File: config.mk
export PLATFORM = sky130hd
export DESIGN_NAME = counter_sweep_ctrl_flat
export DESIGN_NICKNAME = d
export VERILOG_FILES = /design/src/rtl/counter_ctrl_pkg.sv /design/src/rtl/counter_sweep_ctrl_if.sv /design/src/rtl/counter_sweep_ctrl.sv /design/src/flat_wrapper.sv
export SDC_FILE = /design/constraint.sdc
export NUM_CORES = 1
export LEC_CHECK = 0
export ABC_AREA = 1
export BUFFER_PORTS_ARGS = -buffer_cell sky130_fd_sc_hd__buf_2
export CORE_MARGIN = 3
export CORE_UTILIZATION = 30
export CTS_CLUSTER_SIZE = 40
export DETAILED_ROUTE_END_ITERATION = 6
export HOLD_SLACK_MARGIN = 0.05
export PLACE_DENSITY = 0.6
export SETUP_SLACK_MARGIN = 0.05
export SYNTH_ARGS = -nofsm -noshare
export SYNTH_HDL_FRONTEND = slang
export SYNTH_SLANG_ARGS = --single-unit
File: constraint.sdc
create_clock -name clk -period 3.3 [get_ports clk]
set_input_delay 0.165 -clock clk [delete_from_list [all_inputs] [get_ports clk]]
set_output_delay 0.165 -clock clk [all_outputs]
set_load 0.05 [all_outputs]
File: src/rtl/counter_ctrl_pkg.sv
// Shared types for the counter sweep controller: default width, FSM state encoding, direction levels.
// Combinational definitions only; no latency and no backpressure.
package counter_ctrl_pkg;

  localparam int WIDTH_DEF = 16;

  typedef enum logic [1:0] {
    IDLE = 2'd0,
    LOAD = 2'd1,
    RUN  = 2'd2,
    DONE = 2'd3
  } state_t;

  localparam logic UP   = 1'b1;
  localparam logic DOWN = 1'b0;

endpackage

File: src/rtl/counter_sweep_ctrl_if.sv
// Sweep command channel: valid/ready handshake carrying start, end and bounce mode.
// Transfer occurs on an edge where cmd_valid and cmd_ready are both high; the slave holds cmd_ready low while busy.
interface counter_sweep_ctrl_if
  import counter_ctrl_pkg::*;
#(
  parameter int WIDTH = WIDTH_DEF
) ();

  logic             cmd_valid;
  logic             cmd_ready;
  logic [WIDTH-1:0] cmd_start;
  logic [WIDTH-1:0] cmd_end;
  logic             cmd_bounce;

  modport master (
    output cmd_valid,
    output cmd_start,
    output cmd_end,
    output cmd_bounce,
    input  cmd_ready
  );

  modport slave (
    input  cmd_valid,
    input  cmd_start,
    input  cmd_end,
    input  cmd_bounce,
    output cmd_ready
  );

endinterface

File: src/rtl/counter_sweep_ctrl.sv
// Drives an external up/down counter through one-shot or bounce sweeps, checking each value against a shadow copy.
// Command accepted only in IDLE (cmd_ready low otherwise); LOAD takes one cycle, then one cycle per step plus one compare cycle per leg.
module counter_sweep_ctrl
  import counter_ctrl_pkg::*;
#(
  parameter int WIDTH = WIDTH_DEF
) (
  input  logic             clk,
  input  logic             rst_,
  counter_sweep_ctrl_if.slave cmd,
  input  logic             pause,
  input  logic             abort,
  output logic             ld_cnt,
  output logic             updn_cnt,
  output logic             count_enb,
  output logic [WIDTH-1:0] data_in,
  input  logic [WIDTH-1:0] data_out,
  output logic             busy,
  output logic             done,
  output logic             err
);

  localparam logic [WIDTH-1:0] ONE = {{(WIDTH-1){1'b0}}, 1'b1};

  state_t           state_q, state_d;
  logic [WIDTH-1:0] start_q, start_d;
  logic [WIDTH-1:0] end_q, end_d;
  logic [WIDTH-1:0] exp_q, exp_d;
  logic             bounce_q, bounce_d;
  logic             leg2_q, leg2_d;
  logic             err_q, err_d;

  logic [WIDTH-1:0] target;
  logic [WIDTH-1:0] origin;
  logic             at_target;
  logic             mismatch;

  always_ff @(posedge clk) begin
    if (!rst_) begin
      state_q  <= IDLE;
      start_q  <= '0;
      end_q    <= '0;
      exp_q    <= '0;
      bounce_q <= 1'b0;
      leg2_q   <= 1'b0;
      err_q    <= 1'b0;
    end else begin
      state_q  <= state_d;
      start_q  <= start_d;
      end_q    <= end_d;
      exp_q    <= exp_d;
      bounce_q <= bounce_d;
      leg2_q   <= leg2_d;
      err_q    <= err_d;
    end
  end

  always_comb begin
    state_d  = state_q;
    start_d  = start_q;
    end_d    = end_q;
    exp_d    = exp_q;
    bounce_d = bounce_q;
    leg2_d   = leg2_q;
    err_d    = err_q;

    // The return leg of a bounce swaps target and origin, which also flips direction.
    target    = leg2_q ? start_q : end_q;
    origin    = leg2_q ? end_q : start_q;
    at_target = (data_out == target);
    mismatch  = (data_out != exp_q);

    cmd.cmd_ready = (state_q == IDLE);
    busy          = (state_q != IDLE);
    done          = (state_q == DONE);
    err           = err_q;
    ld_cnt        = 1'b1;
    count_enb     = 1'b0;
    updn_cnt      = (target >= origin) ? UP : DOWN;
    data_in       = start_q;

    case (state_q)
      IDLE: begin
        if (cmd.cmd_valid) begin
          start_d  = cmd.cmd_start;
          end_d    = cmd.cmd_end;
          bounce_d = cmd.cmd_bounce;
          leg2_d   = 1'b0;
          err_d    = 1'b0;
          state_d  = LOAD;
        end
      end
      LOAD: begin
        ld_cnt = 1'b0;
        if (abort) begin
          state_d = IDLE;
        end else begin
          exp_d   = start_q;
          state_d = RUN;
        end
      end
      RUN: begin
        count_enb = !at_target && !pause && !abort;
        if (count_enb) begin
          exp_d = (updn_cnt == UP) ? exp_q + ONE : exp_q - ONE;
        end
        // Abort outranks the mismatch check and completion, and leaves err alone.
        if (abort) begin
          state_d = IDLE;
        end else if (mismatch) begin
          err_d   = 1'b1;
          state_d = IDLE;
        end else if (at_target) begin
          if (bounce_q && !leg2_q && (start_q != end_q)) begin
            leg2_d = 1'b1;
          end else begin
            state_d = DONE;
          end
        end
      end
      DONE: begin
        state_d = IDLE;
      end
      default: begin
        state_d = IDLE;
      end
    endcase
  end

endmodule

File: src/flat_wrapper.sv
// flat-port wrapper written by rule: the top's interface ports become plain ports
module counter_sweep_ctrl_flat import counter_ctrl_pkg::*;
#(
  parameter int WIDTH = WIDTH_DEF
)
  (clk, rst_, pause, abort, ld_cnt, updn_cnt, count_enb, data_in, data_out, busy, done, err, cmd_cmd_valid, cmd_cmd_start, cmd_cmd_end, cmd_cmd_bounce, cmd_cmd_ready);
  counter_sweep_ctrl_if #(.WIDTH(WIDTH)) cmd_i ();
  input  logic clk;
  input  logic rst_;
  input  logic pause;
  input  logic abort;
  output logic ld_cnt;
  output logic updn_cnt;
  output logic count_enb;
  output logic [WIDTH-1:0] data_in;
  input  logic [WIDTH-1:0] data_out;
  output logic busy;
  output logic done;
  output logic err;
  input wire logic [$bits(cmd_i.cmd_valid)-1:0] cmd_cmd_valid;
  input wire logic [$bits(cmd_i.cmd_start)-1:0] cmd_cmd_start;
  input wire logic [$bits(cmd_i.cmd_end)-1:0] cmd_cmd_end;
  input wire logic [$bits(cmd_i.cmd_bounce)-1:0] cmd_cmd_bounce;
  output wire logic [$bits(cmd_i.cmd_ready)-1:0] cmd_cmd_ready;
  assign cmd_i.cmd_valid = cmd_cmd_valid;
  assign cmd_i.cmd_start = cmd_cmd_start;
  assign cmd_i.cmd_end = cmd_cmd_end;
  assign cmd_i.cmd_bounce = cmd_cmd_bounce;
  assign cmd_cmd_ready = cmd_i.cmd_ready;
  counter_sweep_ctrl #(.WIDTH(WIDTH)) u_core (.clk(clk), .rst_(rst_), .cmd(cmd_i), .pause(pause), .abort(abort), .ld_cnt(ld_cnt), .updn_cnt(updn_cnt), .count_enb(count_enb), .data_in(data_in), .data_out(data_out), .busy(busy), .done(done), .err(err));
endmodule
==> impl_results.md <==
- Post-DP HPWL: 11,300 um
- Syn Inst Count: 704
- R2r worst-path depth: 22
- Share of layout cells above drive strength 1: 35.7%
- Crit Path Max Fanout: 16
- Arr. time, crit path: 3.49 ns
- Core Region: 13,900 um2
- Die Span Y: 126 um
- Pwr Total: 0.00301 W
- Worst reg2reg startpoint: u_core.leg2_q
- Clk_lat worst skew: 0.30 ns
- Fillers: 1,435
- Status: complete, but fails checks
- Setup TNS: -0.00116 ns
- Post-synthesis register bit count: 53
- Most frequent cells in the layout: nand2_1 (156), buf_4 (93), buf_2 (76)
- DRC viols: 0
- Post-Syn Nets: 788
- Most common cell after layout, fill and taps aside: nand2_1
- Crit share post-route: 100%
- Fin crit period: 3.30 ns
- Slew Viols, Final: 0
- Final hold vios: 0
- CP endpoint kind: flip-flop
- Worst-path clk slew: 0.07 ns
- Routed Antenna Nets: 0
- # clock sinks: 53
- CTS tree: yes
- RSZ-0062 raised after global routing: true
- Area of the multi-input gates: 3520 um2
- Final setup margin: -0.00116 ns
- Post-synth EDFFs: 0
- Final Wtd Congestion: 0.905
- CTS H-tree depth: 2
- Total CTS buffers: 5
- Setup crit start kind: flip-flop
- Distinct cells, synth: 31
- Register area share after synthesis: 24.7%
- Main synth FF type: dfxtp_1
- Grt total ovfl: 0
- Slew HR: 63.3%
- Mapped Avg Cell Area: 6.09 um2
- Setup CP Type: reg2reg
- Worst hold path type: in2reg
- Hold path depth: 3
- Max Cap Viol: 0
- Row count: 43
- Slowest cell delay on critical path: 0.38 ns
- Vias per Instance: 4.79
- # diodes: 0
- DRT iter0 DRCs: 324
- Ports: 77
- Yosys warns: 0
- Die Wd: 126 um
- Post-Syn Area: 4290 um2
- Setup skew after layout: 0.00695 ns
- WP data required: 3.49 ns
- Tightest Pin Transition: 0.550 ns
- Die area: 15,800 um2
- All-Layer GR Usage: 17.8%
- Place WS: -0.118 ns
- First-pass GRT wire length: 23,000 um
- Clock root buffer: clkbuf_16
- Vias in the first global route: 4,499
- Max stage delay cell, worst path: dfxtp_4
- Reg-to-reg setup timing slack: -0.001 ns
- Post-DR wirelength/cell: 14.4 um
- Routed vias: 5,002
- Pin count of the biggest net entering global routing: 54
- Top delay family on crit path: simple AND/OR/NAND/NOR gates
- Fmax: 0.303 GHz
- Hold_buf cts: 0
- Worst R2R End: u_core.exp_q[10]
- Fraction of registers with async set/reset: 0%
- DRT Pass-1 Iters: 5
- HP Start: cmd_cmd_start[15]
- Number of buffers added on ports: 76
- PD cells: 464 nW/um2
- # setup viols final: 1
- Leakage power total: 3.04 nW
- Final nets: 948
- FF+latch area: 1070 um2
- Buffers and inverters on the worst path: 4
- Post-layout util: 46.6%
- P&R area growth vs syn: 51.2%
- Failing checks: setup timing
- Hold Path End: u_core.data_in[15]
- Max VDD drop: 0.201 mV
- CP Cell Sequence: buf_12 -> nand2_1 -> o21ai_1 -> ha_4 -> nand3_2 -> nor2_2 -> nand2_1 -> nor2_1 -> nand2_2 -> nand2_4 -> clkinvlp_4 -> buf_6 -> ha_4 -> a21oi_4 -> buf_4 -> o21ai_1 -> nand2_1 -> nand3_2 -> xnor2_2 -> o21ai_1 -> nor2_1 -> nor2_1
- CTS max path bufs: 2
- Initial antenna violation count: 0
- Total Routed Length: 15,000 um
- Initial Util: 30.8%
stage by stage:
step / std cells / hold WS, ns / cell area (um2)
2_1_floorplan: 704 / 0.300 / 4320
3_3_place_gp: 1027 / 0.384 / 5510
3_5_place_dp: 1027 / 0.395 / 5510
4_1_cts: 1037 / 0.0839 / 5810
5_1_grt: 1045 / 0.0904 / 6490
6_report: 1045 / 0.0839 / 6490
power by group:
group / internal (W) / switching, W
clock: 0.000380 / 0.000246
sequential: 0.000693 / 0.0000722
combinational: 0.000731 / 0.000890
cells in the mapped netlist, drive strengths merged, types with 2 or more instances:
master / count / area share [%]
o211a: 4 / 0.93
nor2: 78 / 6.8
o21ai: 73 / 8.5
a21boi: 2 / 0.35
nand4: 9 / 1.3
a21oi: 57 / 6.6
ha: 29 / 8.5
inv: 77 / 6.7
or2: 2 / 0.29
a21o: 2 / 0.35
buf: 8 / 1.2
xnor2: 30 / 6.1
xor2: 2 / 0.41
clkbuf: 15 / 1.3
nor3: 2 / 0.23
nand2: 198 / 18
nand3: 53 / 6.2
o21bai: 3 / 0.52
dfxtp: 53 / 25
final cells by class:
class | instances | share of cell area [%]
clock buffer | 7 | 2.20
clock inverter | 1 | 0.463
inverter | 78 | 4.65
multi-input combinational | 550 | 54.3
sequential | 53 | 16.5
tap | 180 | 3.47
timing repair buffer | 176 | 18.4
worst max-delay path by stage:
| stage | startpoint | end | slack (ns) | depth (start not counted) |
|---|---|---|---|---|
| finish | u_core.leg2_q | u_core.exp_q[10] | -0.001 | 22 |
| global route | u_core.leg2_q | u_core.exp_q[14] | -0.24 | 24 |
| CTS | u_core.leg2_q | u_core.exp_q[14] | 0.06 | 22 |
| detailed placement | u_core.leg2_q | u_core.exp_q[11] | -0.12 | 23 |
| global placement | u_core.leg2_q | u_core.exp_q[10] | -0.12 | 22 |
| floorplan | u_core.leg2_q | u_core.exp_q[15] | -0.09 | 21 |
routing by layer:
layer / part of all wire (%) / GRT usage (%) / vias up
met5: 0 / 0 / -
met4: 0.71 / 3.13 / 0
met3: 5.7 / 2.86 / 8
met2: 45 / 27.2 / 134
met1: 49 / 26.6 / 2261
li1: - / - / 2599
sequential cells by signal (all words and copies together) (netlist names):
register	flops
u_core.exp_q	16
u_core.leg2_q	1
u_core.data_in	16
u_core.state_q	2
u_core.end_q	16
u_core.bounce_q	1
u_core.err	1
cell families after synthesis:
kind of cell / after synthesis / share of synthesized area (%)
AO/OA/AOI/OAI: 143 / 17.6
XOR/XNOR: 32 / 6.53
buffers and inverters: 101 / 9.30
AND/OR/NAND/NOR: 345 / 32.9
flip-flops: 53 / 24.7
adder cells (fa/ha/maj): 30 / 8.92
what timing repair did:
item	4_1_cts	5_1_grt
setup endpoints to repair	12	13
pin swaps	10	42
setup buffers	2	8
gates resized for setup	26	142
tightest hold or removal path: cells and delay by family:
| kind | cells | cell delay [ns] |
|---|---|---|
| and+or+nand+nor | 2 | 0.11 |
| buffers and inverters | 1 | 0.07 |
(Power assumes the default switching activity.)
